--- src/rtl/i2c_tx_shifter.sv ---
// ============================================================================
// i2c_tx_shifter : I2C slave transmit shifter with one-deep holding buffer
// Rev 1.0
// ============================================================================
`default_nettype none

module i2c_tx_shifter #(
    parameter int DATA_WIDTH = 8
) (
    input  logic                  clk,
    input  logic                  n_rst,
    input  logic [DATA_WIDTH-1:0] tx_data,
    input  logic                  load_data,
    output logic                  load_ready,
    input  logic                  falling_edge_found,
    input  logic                  rising_edge_found,
    input  logic                  sda_in,
    input  logic                  clear,
    output logic                  tx_out,
    output logic                  busy,
    output logic                  byte_sent,
    output logic                  ack_received,
    output logic                  nack_received
);

    localparam int CNT_W = $clog2(DATA_WIDTH + 1);

    typedef enum logic [1:0] {
        IDLE     = 2'd0,
        SHIFT    = 2'd1,
        ACK_WAIT = 2'd2,
        ACK_HOLD = 2'd3
    } state_t;

    state_t                  state, state_n;
    logic [DATA_WIDTH-1:0]   shift_reg, shift_n;
    logic [DATA_WIDTH-1:0]   pending, pending_n;
    logic                    pending_valid, pending_valid_n;
    logic [CNT_W-1:0]        bit_cnt, bit_cnt_n;
    logic                    ack_ok, ack_ok_n;
    logic                    byte_sent_n, ack_n, nack_n;
    logic                    accept;

    always_ff @(posedge clk or negedge n_rst) begin
        if (!n_rst) begin
            state         <= IDLE;
            shift_reg     <= '0;
            pending       <= '0;
            pending_valid <= 1'b0;
            bit_cnt       <= '0;
            ack_ok        <= 1'b0;
            tx_out        <= 1'b1;
            busy          <= 1'b0;
            load_ready    <= 1'b1;
            byte_sent     <= 1'b0;
            ack_received  <= 1'b0;
            nack_received <= 1'b0;
        end else begin
            state         <= state_n;
            shift_reg     <= shift_n;
            pending       <= pending_n;
            pending_valid <= pending_valid_n;
            bit_cnt       <= bit_cnt_n;
            ack_ok        <= ack_ok_n;
            // Outputs are registered from next-state values so data appears the cycle after the event
            tx_out        <= (state_n == SHIFT) ? shift_n[DATA_WIDTH-1] : 1'b1;
            busy          <= (state_n != IDLE);
            load_ready    <= !pending_valid_n;
            byte_sent     <= byte_sent_n;
            ack_received  <= ack_n;
            nack_received <= nack_n;
        end
    end

    assign accept = load_data && load_ready && !clear;

    always_comb begin
        state_n         = state;
        shift_n         = shift_reg;
        pending_n       = pending;
        pending_valid_n = pending_valid;
        bit_cnt_n       = bit_cnt;
        ack_ok_n        = ack_ok;
        byte_sent_n     = 1'b0;
        ack_n           = 1'b0;
        nack_n          = 1'b0;

        case (state)
            IDLE: begin
                if (pending_valid) begin
                    shift_n         = pending;
                    pending_valid_n = 1'b0;
                    state_n         = SHIFT;
                end
            end
            SHIFT: begin
                if (falling_edge_found) begin
                    shift_n = {shift_reg[DATA_WIDTH-2:0], 1'b1};
                    if (bit_cnt == CNT_W'(DATA_WIDTH - 1)) begin
                        bit_cnt_n   = '0;
                        byte_sent_n = 1'b1;
                        state_n     = ACK_WAIT;
                    end else begin
                        bit_cnt_n = bit_cnt + 1'b1;
                    end
                end
            end
            ACK_WAIT: begin
                if (rising_edge_found && !falling_edge_found) begin
                    ack_n    = !sda_in;
                    nack_n   = sda_in;
                    ack_ok_n = !sda_in;
                    state_n  = ACK_HOLD;
                end
            end
            ACK_HOLD: begin
                if (falling_edge_found) begin
                    if (ack_ok && pending_valid) begin
                        shift_n         = pending;
                        pending_valid_n = 1'b0;
                        state_n         = SHIFT;
                    end else begin
                        // NACK ends the read: whatever was queued is discarded
                        if (!ack_ok)
                            pending_valid_n = 1'b0;
                        state_n = IDLE;
                    end
                end
            end
            default: state_n = IDLE;
        endcase

        // A load in IDLE with an empty buffer bypasses the holding register
        if (accept) begin
            if (state == IDLE && !pending_valid) begin
                shift_n = tx_data;
                state_n = SHIFT;
            end else begin
                pending_n       = tx_data;
                pending_valid_n = 1'b1;
            end
        end

        if (clear) begin
            state_n         = IDLE;
            pending_valid_n = 1'b0;
            bit_cnt_n       = '0;
            byte_sent_n     = 1'b0;
            ack_n           = 1'b0;
            nack_n          = 1'b0;
        end
    end

endmodule

`default_nettype wire

--- config.mk ---
export PLATFORM = sky130hd
export DESIGN_NAME = i2c_tx_shifter
export DESIGN_NICKNAME = d
export VERILOG_FILES = /design/src/rtl/i2c_tx_shifter.sv
export SDC_FILE = /design/constraint.sdc
export NUM_CORES = 1
export LEC_CHECK = 0
export CAP_MARGIN = 20
export CORE_MARGIN = 2
export CORE_UTILIZATION = 38
export DETAILED_ROUTE_END_ITERATION = 10
export MAX_ROUTING_LAYER = met4
export PLACE_DENSITY = 0.57
export SLEW_MARGIN = 15
export SYNTH_ARGS = -nofsm -noshare
export SYNTH_HDL_FRONTEND = slang
export SYNTH_SLANG_ARGS = --single-unit
--- constraint.sdc ---
create_clock -name clk -period 2.15 [get_ports clk]
set_input_delay 0.43 -clock clk [delete_from_list [all_inputs] [get_ports clk]]
set_output_delay 0.43 -clock clk [all_outputs]
set_load 0.05 [all_outputs]
==> impl_metrics.yaml <==
die:
  io_pins: 21
  die-area_mm2: 0.00477
  coreArea_mm2: 0.00403
  initial_core_util: 0.399
  die_h_um: 69.1
  die_w_um: 69.1
  row_count: 23
global_routing:
  antenna_found_initial: 0
  grt_pass1_vias: 1256
  track_usage: 0.165
  grt_pass1_wl_mm: 6.07
  grt_overflow: 0
  grt_max_degree: 31
route:
  routed_wl_mm: 3.54
  drtPass1Iterations: 4
  post_drt_wl_per_cell_um: 15.6
  highest_layer: "met4"
  vias: 1254
  met1_length_mm: 1.53
  routed_via_density: 5.52
  wl_met3_um: 179
  met2_length_mm: 1.73
  ant_nets: 0
  drt_iter0_drc: 62
  route.detailed.drc: 0
critical_path:
  crit_path_end_kind: "output pin"
  crit_fanout: 2
  start_kind: "flip-flop"
  path_buf_inv: 1
  criticalPathCategory: "reg2out"
  cp-startpoint: "load_ready"
  worstPathRequired_ns: 1.72
  critPathTopFamily: "buffers and inverters"
  cpMaxStageDelayCell: "clkdlybuf4s50_1"
  worst-endpoint-arrival_ns: 1.60
  worstPathCellList: "clkdlybuf4s50_1"
  max_stage_delay_ns: 0.79
  reg2reg_from: "state[0]"
placed_design:
  port_buffers: 20
  gp_congestion: 0.816
  dpl.hpwl_mm: 2.62
timing:
  drv_slew: 0
  fin_crit_ns: 2.03
  fin_crit_sh: 0.945
  worst_pin_slew_ns: 0.493
  slew_headroom: 0.670
  rsz0062_at_grt: "false"
  hold_violations: 0
  max_freq_ghz: 0.492
  finalSetupViolCount: 0
  setup_tns_ns: 0
  finalClockSkew_ns: 0.0104
clocking:
  clk_pin_slew_ns: 0.07
  root_buffer: "clkbuf_8"
  clock_path_buffers: 2
  cts_resized: 0
  cts_setup_buffers: 0
  clock_sink_count: 30
  cts_tree: "yes"
  clk_latency_ns: 0.28
  ctsHoldBuffers: 0
  cts_buffers: 5
  ctsHtreeMaxLevel: 2
logic_synthesis:
  ys_seq_elements: 30
  seq_area_frac_synth: 0.468
  mappedNetlistArea_mm2: 0.00161
  yosys.cell_types.count: 46
  synth_warnings: 0
  synth_area_per_cell_um2: 10.9
  syn_inst: 147
  synth.net_count: 168
  synthFlopType: "dfrtp_1"
  synth_edf_count: 0
  synthArstFlopShare: 1.00
flow_run:
  drv_cap: 0
pwr:
  power_density_mw_per_mm2: 1300
  vdd_drop_max_mv: 0.528
  leakagePower_nw: 0.885
layout:
  final_nets: 197
  post-route-util: 0.501
  num_antenna_cells: 0
  layout-drive-gt1-share: 0.192
  area_growth_pct: 25.4
  fillers: 380
run_status:
  status: "completed"
min_path:
  worstHoldStart: "pending[0]"
  hp-class: "reg2reg"
power by group:
group          switching, mW  total, mW  leakage (nW)  internal, mW
clock network          0.208      0.585        0.0585         0.377
registers              0.150      0.914         0.384         0.765
logic                  0.588       1.12         0.443         0.536
per-layer routing:
metal,vias to the layer above,global-route usage
met2,38,0.266
li1,600,-
met1,606,0.193
met3,10,0.0365
met5,-,-
met4,0,0.0828
cells in the mapped netlist (3+ instances only):
cell type / number / area share
a32oi_1: 4 / 0.022
mux2_1: 4 / 0.028
dfrtp_1: 28 / 0.44
nor2_1: 4 / 0.0093
nand2b_1: 4 / 0.016
a32o_1: 3 / 0.019
o21ai_0: 4 / 0.012
inv_1: 7 / 0.016
buf_2: 4 / 0.012
nor3_1: 6 / 0.019
a221o_1: 4 / 0.025
mux2_2: 4 / 0.028
ha_1: 6 / 0.047
a21oi_1: 6 / 0.019
nor2b_1: 4 / 0.016
nand2_1: 13 / 0.030
nand3_1: 3 / 0.0093
stage by stage:
| stage | hold slack (ns) | cell area [um^2] | total power, mW | setup WS [ns] | cells |
|---|---|---|---|---|---|
| after floorplan | 0.134 | 1610 | 1.71 | 0.377 | 147 |
| after global placement | 0.483 | 1900 | 2.02 | 0.113 | 219 |
| after detailed placement | 0.482 | 1900 | 2.05 | 0.0555 | 219 |
| after CTS | 0.496 | 2020 | 2.64 | 0.108 | 227 |
| after global routing | 0.519 | 2020 | 2.81 | 0.0545 | 227 |
| final | 0.491 | 2020 | 2.62 | 0.118 | 227 |
cells by family after synthesis:
group | Yosys count | share of synthesized area
compound gates | 39 | 0.207
mux | 8 | 0.0560
fa+ha+maj | 6 | 0.0467
simple gates | 47 | 0.167
flops | 30 | 0.468
xor+xnor | 1 | 0.00544
buf+inv | 16 | 0.0498
layout make-up:
type	instances	area, um^2	share of cell area
timing repair buffer	31	283	0.140
inverter	7	26.3	0.0130
sequential	30	753	0.373
multi-input combinational	101	777	0.385
tap	50	62.6	0.0310
clock buffer	7	86.3	0.0428
clock inverter	1	30.0	0.0149
layout by cell type (no fill, tap or decap), types with 4 or more instances in the layout:
cell type	Yosys	layout
nand2_1	13	13
o21ai_0	4	4
a32oi_1	4	4
a21oi_1	6	6
mux2_1	4	4
dfrtp_1	28	28
nor2_1	4	4
clkdlybuf4s50_1	0	20
clkbuf_8	0	6
nor2b_1	4	4
buf_4	2	11
nand2b_1	4	4
nor3_1	6	6
mux2_2	4	4
inv_1	7	7
ha_1	6	6
a221o_1	4	4
worst paths after layout:
check	cells past startpoint	slack, ns	to
worst min register to register	1	0.49	pending[0]
worst min-delay path	1	0.49	pending[0]
worst max register to register	5	0.16	shift_reg[3]
min in group asynchronous	2	0.54	bit_cnt[1]
worst max-delay path	1	0.12	load_ready
max in group asynchronous	2	1.30	load_ready
Note: power is estimated with default switching activity, not from simulation.
